[src/rtl/array_20_ctrl_if.sv]
// array_20_ctrl request/response bundle: write channel, read channel and
// in-order read response channel; master = requestor, slave = controller.
interface array_20_ctrl_if #(
  parameter int ADDR_W = 12,
  parameter int DATA_W = 192,
  parameter int MASK_W = 16
);
  logic              wr_valid;
  logic              wr_ready;
  logic [ADDR_W-1:0] wr_addr;
  logic [MASK_W-1:0] wr_mask;
  logic [DATA_W-1:0] wr_data;
  logic              rd_valid;
  logic              rd_ready;
  logic [ADDR_W-1:0] rd_addr;
  logic              resp_valid;
  logic              resp_ready;
  logic [DATA_W-1:0] resp_data;

  modport master (
    output wr_valid, wr_addr, wr_mask, wr_data,
    input  wr_ready,
    output rd_valid, rd_addr,
    input  rd_ready,
    input  resp_valid, resp_data,
    output resp_ready
  );

  modport slave (
    input  wr_valid, wr_addr, wr_mask, wr_data,
    output wr_ready,
    input  rd_valid, rd_addr,
    output rd_ready,
    output resp_valid, resp_data,
    input  resp_ready
  );
endinterface

[src/rtl/array_20_ctrl.sv]
// Single-port SRAM request controller: zero-fill sweep, W/R round-robin
// onto RW0, 2-entry in-order read response buffer.
// Ports: clock, reset_n (async low), bus (slave: wr/rd/resp channels),
// init_done, RW0_addr/en/wmode/wmask/wdata (array drive), RW0_rdata.
module array_20_ctrl #(
  parameter int DEPTH   = 4096,
  parameter int ADDR_W  = 12,
  parameter int DATA_W  = 192,
  parameter int MASK_W  = 16,
  parameter bit INIT_EN = 1'b1
) (
  input  logic              clock,
  input  logic              reset_n,
  array_20_ctrl_if.slave    bus,
  output logic              init_done,
  output logic [ADDR_W-1:0] RW0_addr,
  output logic              RW0_en,
  output logic              RW0_wmode,
  output logic [MASK_W-1:0] RW0_wmask,
  output logic [DATA_W-1:0] RW0_wdata,
  input  logic [DATA_W-1:0] RW0_rdata
);

  typedef enum logic {
    S_INIT,
    S_RUN
  } state_e;

  localparam logic [ADDR_W-1:0] LAST =
    ADDR_W'(DEPTH - 1);

  state_e            state_q, state_d;
  logic [ADDR_W-1:0] cnt_q, cnt_d;
  logic              last_q, last_d;
  logic              infl_q, infl_d;
  logic              head_q, head_d;
  logic [1:0]        bcnt_q, bcnt_d;
  logic [DATA_W-1:0] buf_q [2];
  logic [DATA_W-1:0] buf_d [2];

  logic       run;
  logic [1:0] occ;
  logic [1:0] occ_n;
  logic       rd_elig;
  logic       rv;
  logic       wv;
  logic       grant_rd;
  logic       conflict;
  logic       wr_rdy;
  logic       wr_fire;
  logic       rd_fire;
  logic       resp_vld;
  logic       resp_fire;
  logic       sweep;
  logic       tail;

  assign run = (state_q == S_RUN);

  // Credit counts both buffered data and the read whose data lands
  // next cycle, so the buffer can never overflow.
  assign occ       = bcnt_q + {1'b0, infl_q};
  assign resp_vld  = (bcnt_q != 2'd0);
  assign resp_fire = resp_vld & bus.resp_ready;
  assign occ_n     = occ - {1'b0, resp_fire};
  assign rd_elig   = (occ_n < 2'd2);

  assign rv       = run & bus.rd_valid & rd_elig;
  assign wv       = run & bus.wr_valid;
  assign conflict = rv & wv;
  // last_q=0: write wins the next conflict.
  assign grant_rd = rv & (~wv | last_q);

  assign wr_rdy  = run & ~grant_rd;
  assign wr_fire = bus.wr_valid & wr_rdy;
  assign rd_fire = grant_rd;

  assign bus.wr_ready   = wr_rdy;
  assign bus.rd_ready   = grant_rd;
  assign bus.resp_valid = resp_vld;
  assign bus.resp_data  = buf_q[head_q];
  assign init_done      = run;

  // reset_n gates the sweep so RW0 is idle while reset is held.
  assign sweep = (state_q == S_INIT) & INIT_EN & reset_n;
  assign tail  = head_q ^ bcnt_q[0];

  always_comb begin
    state_d = state_q;
    cnt_d   = cnt_q;
    last_d  = last_q;
    unique case (state_q)
      S_INIT: begin
        cnt_d = cnt_q + ADDR_W'(1);
        if (!INIT_EN || cnt_q == LAST) begin
          state_d = S_RUN;
          cnt_d   = '0;
        end
      end
      S_RUN: begin
        if (conflict) last_d = ~grant_rd;
      end
      default: state_d = S_INIT;
    endcase
  end

  always_comb begin
    RW0_en    = 1'b0;
    RW0_addr  = '0;
    RW0_wmode = 1'b0;
    RW0_wmask = '0;
    RW0_wdata = '0;
    unique case (1'b1)
      sweep: begin
        RW0_en    = 1'b1;
        RW0_addr  = cnt_q;
        RW0_wmode = 1'b1;
        RW0_wmask = '1;
      end
      wr_fire: begin
        RW0_en    = 1'b1;
        RW0_addr  = bus.wr_addr;
        RW0_wmode = 1'b1;
        RW0_wmask = bus.wr_mask;
        RW0_wdata = bus.wr_data;
      end
      rd_fire: begin
        RW0_en    = 1'b1;
        RW0_addr  = bus.rd_addr;
      end
      default: ;
    endcase
  end

  // Array data is valid the cycle after the read: capture then.
  always_comb begin
    infl_d = rd_fire;
    head_d = head_q ^ resp_fire;
    bcnt_d = bcnt_q + {1'b0, infl_q}
           - {1'b0, resp_fire};
    buf_d  = buf_q;
    if (infl_q) buf_d[tail] = RW0_rdata;
  end

  always_ff @(posedge clock or negedge reset_n) begin
    if (!reset_n) begin
      state_q  <= S_INIT;
      cnt_q    <= '0;
      last_q   <= 1'b0;
      infl_q   <= 1'b0;
      head_q   <= 1'b0;
      bcnt_q   <= '0;
      buf_q[0] <= '0;
      buf_q[1] <= '0;
    end else begin
      state_q  <= state_d;
      cnt_q    <= cnt_d;
      last_q   <= last_d;
      infl_q   <= infl_d;
      head_q   <= head_d;
      bcnt_q   <= bcnt_d;
      buf_q[0] <= buf_d[0];
      buf_q[1] <= buf_d[1];
    end
  end

endmodule
[src/flat_wrapper.sv]
// flat-port wrapper written by rule: the top's interface ports become plain ports
module array_20_ctrl_flat 
#(
  parameter int DEPTH   = 4096,
  parameter int ADDR_W  = 12,
  parameter int DATA_W  = 192,
  parameter int MASK_W  = 16,
  parameter bit INIT_EN = 1'b1
)
  (clock, reset_n, init_done, RW0_addr, RW0_en, RW0_wmode, RW0_wmask, RW0_wdata, RW0_rdata, bus_wr_valid, bus_wr_addr, bus_wr_mask, bus_wr_data, bus_wr_ready, bus_rd_valid, bus_rd_addr, bus_rd_ready, bus_resp_valid, bus_resp_data, bus_resp_ready);
  array_20_ctrl_if #(.ADDR_W(ADDR_W), .DATA_W(DATA_W), .MASK_W(MASK_W)) bus_i ();
  input  logic clock;
  input  logic reset_n;
  output logic init_done;
  output logic [ADDR_W-1:0] RW0_addr;
  output logic RW0_en;
  output logic RW0_wmode;
  output logic [MASK_W-1:0] RW0_wmask;
  output logic [DATA_W-1:0] RW0_wdata;
  input  logic [DATA_W-1:0] RW0_rdata;
  input wire logic [$bits(bus_i.wr_valid)-1:0] bus_wr_valid;
  input wire logic [$bits(bus_i.wr_addr)-1:0] bus_wr_addr;
  input wire logic [$bits(bus_i.wr_mask)-1:0] bus_wr_mask;
  input wire logic [$bits(bus_i.wr_data)-1:0] bus_wr_data;
  output wire logic [$bits(bus_i.wr_ready)-1:0] bus_wr_ready;
  input wire logic [$bits(bus_i.rd_valid)-1:0] bus_rd_valid;
  input wire logic [$bits(bus_i.rd_addr)-1:0] bus_rd_addr;
  output wire logic [$bits(bus_i.rd_ready)-1:0] bus_rd_ready;
  output wire logic [$bits(bus_i.resp_valid)-1:0] bus_resp_valid;
  output wire logic [$bits(bus_i.resp_data)-1:0] bus_resp_data;
  input wire logic [$bits(bus_i.resp_ready)-1:0] bus_resp_ready;
  assign bus_i.wr_valid = bus_wr_valid;
  assign bus_i.wr_addr = bus_wr_addr;
  assign bus_i.wr_mask = bus_wr_mask;
  assign bus_i.wr_data = bus_wr_data;
  assign bus_wr_ready = bus_i.wr_ready;
  assign bus_i.rd_valid = bus_rd_valid;
  assign bus_i.rd_addr = bus_rd_addr;
  assign bus_rd_ready = bus_i.rd_ready;
  assign bus_resp_valid = bus_i.resp_valid;
  assign bus_resp_data = bus_i.resp_data;
  assign bus_i.resp_ready = bus_resp_ready;
  array_20_ctrl #(.DEPTH(DEPTH), .ADDR_W(ADDR_W), .DATA_W(DATA_W), .MASK_W(MASK_W), .INIT_EN(INIT_EN)) u_core (.clock(clock), .reset_n(reset_n), .bus(bus_i), .init_done(init_done), .RW0_addr(RW0_addr), .RW0_en(RW0_en), .RW0_wmode(RW0_wmode), .RW0_wmask(RW0_wmask), .RW0_wdata(RW0_wdata), .RW0_rdata(RW0_rdata));
endmodule
[config.mk]
export PLATFORM = sky130hd
export DESIGN_NAME = array_20_ctrl_flat
export DESIGN_NICKNAME = d
export VERILOG_FILES = /design/src/rtl/array_20_ctrl_if.sv /design/src/rtl/array_20_ctrl.sv /design/src/flat_wrapper.sv
export SDC_FILE = /design/constraint.sdc
export NUM_CORES = 1
export LEC_CHECK = 0
export CORE_AREA = 2 2 330 332
export CTS_CLUSTER_DIAMETER = 150
export DETAILED_ROUTE_END_ITERATION = 12
export DIE_AREA = 0 0 332 334
export PLACE_DENSITY = 0.47
export SYNTH_ARGS = -nofsm -noshare
export SYNTH_HDL_FRONTEND = slang
export SYNTH_SLANG_ARGS = --single-unit
[constraint.sdc]
create_clock -name clock -period 5.9 [get_ports clock]
set_input_delay 1.18 -clock clock [delete_from_list [all_inputs] [get_ports clock]]
set_output_delay 1.18 -clock clock [all_outputs]
set_load 0.005 [all_outputs]
==> qor.txt <==
CTS tree: built
Area grow syn2layout: 59.4%
Worst stage delay on the critical path: 0.53 ns
Port Buffer Count: 846
Final Hold Viols: 0
IO Count: 847
Total GRT Usage: 17.0%
Reg2Reg Setup Slack: 2.50 ns
Worst Skew: 0.0161 ns
Net Count, Synth: 1,801
PD cells: 278 mW/mm^2
Hold/Removal Path Class: in -> async
Ratio of cells with drive above 1 in the final layout: 31.2%
Rows: 121
Int Pwr: 6.38 mW
Post-synth EDFFs: 0
Area of the core: 0.108 sq mm
Filler cell count: 11,000
CTS clk-pin slew, worst paths: 0.06 ns
Normalized max-slew margin: 31.5%
Share of total power in combinational logic: 30.0%
RSZ-0062 raised after global routing: false
Initial Utilization: 18.3%
Commonest non-fill, non-tap cells in the layout: clkdlybuf4s50_1, dfrtp_1, mux2_2
Root buffer cell: clkbuf_16
CP Class: in -> out
Setup Slack @ Placement: 0.325 ns
Critical Path Fanout Max: 50
Fin cells: 3,677
CP Capture Type: output pin
Net Sw Frac: 27.3%
CP Data Arrival Time: 4.35 ns
Most common cell after layout, fill and taps aside: clkdlybuf4s50_1
Avg WL per Cell: 26.5 microns
Sequential cell area: 0.0101 sq mm
Worst-Margin Slew: 1.03 ns
Num CTS Buffers: 50
HPWL Detailed: 76.6 mm
Final setup violating endpoints: 0
Vias: 14,700
Synth Flop Type: dfrtp_1
Switch Pwr: 2.39 mW
Final TNS setup: 0 ns
Clock Sinks: 402
Initial antenna violation count: 39
Fin crit share: 93.8%
Sequential power share: 34.8%
Crit-path cells: clkdlybuf4s50_1 > and2_1 > ha_1 > inv_1 > ha_1 > xor3_2 > nor2_4 > a21oi_4 > buf_12 > buf_4 > and2_1 > clkdlybuf4s50_1
R2r worst-path depth: 5
Nets: 2,633
Syn Std Cell Area: 0.0198 sq mm
Syn Inst Count: 1,369
Clk_lat worst skew: 0.59 ns
Outcome: finished clean
Clock group share of total power: 35.2%
Multi-input gate area: 0.00912 sq mm
Startpoint types: input pin
Sequential share of the synthesized area: 50.9%
DIE WIDTH: 332 microns
Synth Warn #: 0
RePlAce Congestion: 0.977
Pleak: 13.3 nW
Worst hold margin: 0.478 ns
Cells after DPL: 3,563
Post-route ant nets: 0
Distinct cells, synth: 34
Global-route wire length before repair: 135 mm
Drt total wl: 97.4 mm
Worst Path Required: 4.72 ns
Final slew viol count: 0
First-pass DRT Iterations: 4
Setup Fix Bufs, Post-CTS: 0
Synth Register Bits: 402
Die area: 0.111 sq mm
Tmin final: 5.53 ns
Max-cap violation count: 0
Initial DRC count: 537
Asr flop ratio synth: 100%
H-tree Lvls: 2
Vias in the first global route: 16,600
CTS Hold Bufs: 0
DRC viols: 0
CTS resizes: 0
Final worst slack: 0.366 ns
Global route total overflow: 0
Vert. Die Dim: 334 microns
Crit path max-delay cell type: clkdlybuf4s50_1
Largest net degree at the start of global routing: 116
Max clock buf depth: 3
Drt via density: 4.00
Synth Area per Inst: 14.4 sq um
VDD IR-drop max: 184 uV
Max Fclk: 181 MHz
-- cells by family after synthesis --
kind of cell | synth area share [%]
multiplexers | 36.3
AO/OA/AOI/OAI | 1.49
AND/OR/NAND/NOR | 7.48
adder cells (fa/ha/maj) | 0.190
flip-flops | 50.9
XOR/XNOR | 0.614
buffers and inverters | 3.08
-- critical path, delay by kind of cell --
kind                     cells  cell delay (ns)
AND/OR/NAND/NOR              3             0.43
XOR/XNOR                     1             0.27
AO/OA/AOI/OAI                1             0.30
buffers and inverters        5             1.66
adder cells (fa/ha/maj)      2             0.46
-- cell usage after synthesis, types with 5 or more instances --
| cell type | instances | share of area [%] |
|---|---|---|
| a21o_1 | 17 | 0.65 |
| a221o_1 | 12 | 0.61 |
| and2_1 | 206 | 6.5 |
| buf_2 | 63 | 1.6 |
| buf_6 | 21 | 1.2 |
| clkbuf_1 | 11 | 0.21 |
| dfrtp_1 | 402 | 51 |
| mux2_2 | 396 | 23 |
| mux2_4 | 180 | 14 |
| nand2_1 | 8 | 0.15 |
| nor2_1 | 6 | 0.11 |
| xnor2_1 | 6 | 0.27 |
| xor2_1 | 5 | 0.22 |
-- routing by layer --
metal	vias to the layer above	global-route usage, %	share of wire [%]
met1	7531	18.0	37
li1	6475	-	-
met2	571	31.6	53
met4	16	5.74	3.3
met5	-	0	0.11
met3	132	5.58	7.3
-- metrics by stage --
stage | area [sq um] | util (%) | power, mW
3_3_place_gp | 29800 | 27.7 | 5.77
5_1_grt | 31500 | 29.2 | 9.19
6_report | 31500 | 29.2 | 8.77
4_1_cts | 31500 | 29.2 | 8.97
2_1_floorplan | 19800 | - | 4.10
3_5_place_dp | 29800 | 27.7 | 5.78
-- state kept, by name (all words and copies together) (netlist names) --
signal            flops
u_core.bcnt_q         2
u_core.buf_q        384
u_core.cnt_q         12
u_core.head_q         1
u_core.infl_q         1
u_core.init_done      1
u_core.last_q         1
-- cell type report --
cell class | instances | area share, %
repair buffers | 875 | 28.1
inverters | 4 | 0.0476
multi-input cells | 868 | 28.9
well taps | 1414 | 5.61
flip-flops and latches | 402 | 31.9
clock buffers | 72 | 4.49
clock inverters | 19 | 0.723
diodes | 23 | 0.183
-- power groups by stage --
stage               clock, mW  sequential (mW)  combinational (mW)
global route             3.33             3.07                2.79
finish                   3.09             3.05                2.64
CTS                      3.22             3.05                2.70
global placement            0             3.09                2.68
detailed placement          0             3.10                2.68
floorplan                   0             3.00                1.10
-- final timing paths --
path	end	startpoint
max	RW0_wdata[154]	bus_resp_ready
min	u_core.buf_q[325]	reset_n
max reg2reg	u_core.buf_q[227]	u_core.head_q
min reg2reg	u_core.cnt_q[10]	u_core.cnt_q[10]
max in group asynchronous	u_core.buf_q[11]	reset_n
min in group clock	u_core.cnt_q[10]	u_core.cnt_q[10]
Power figures use the tool's default switching activity.
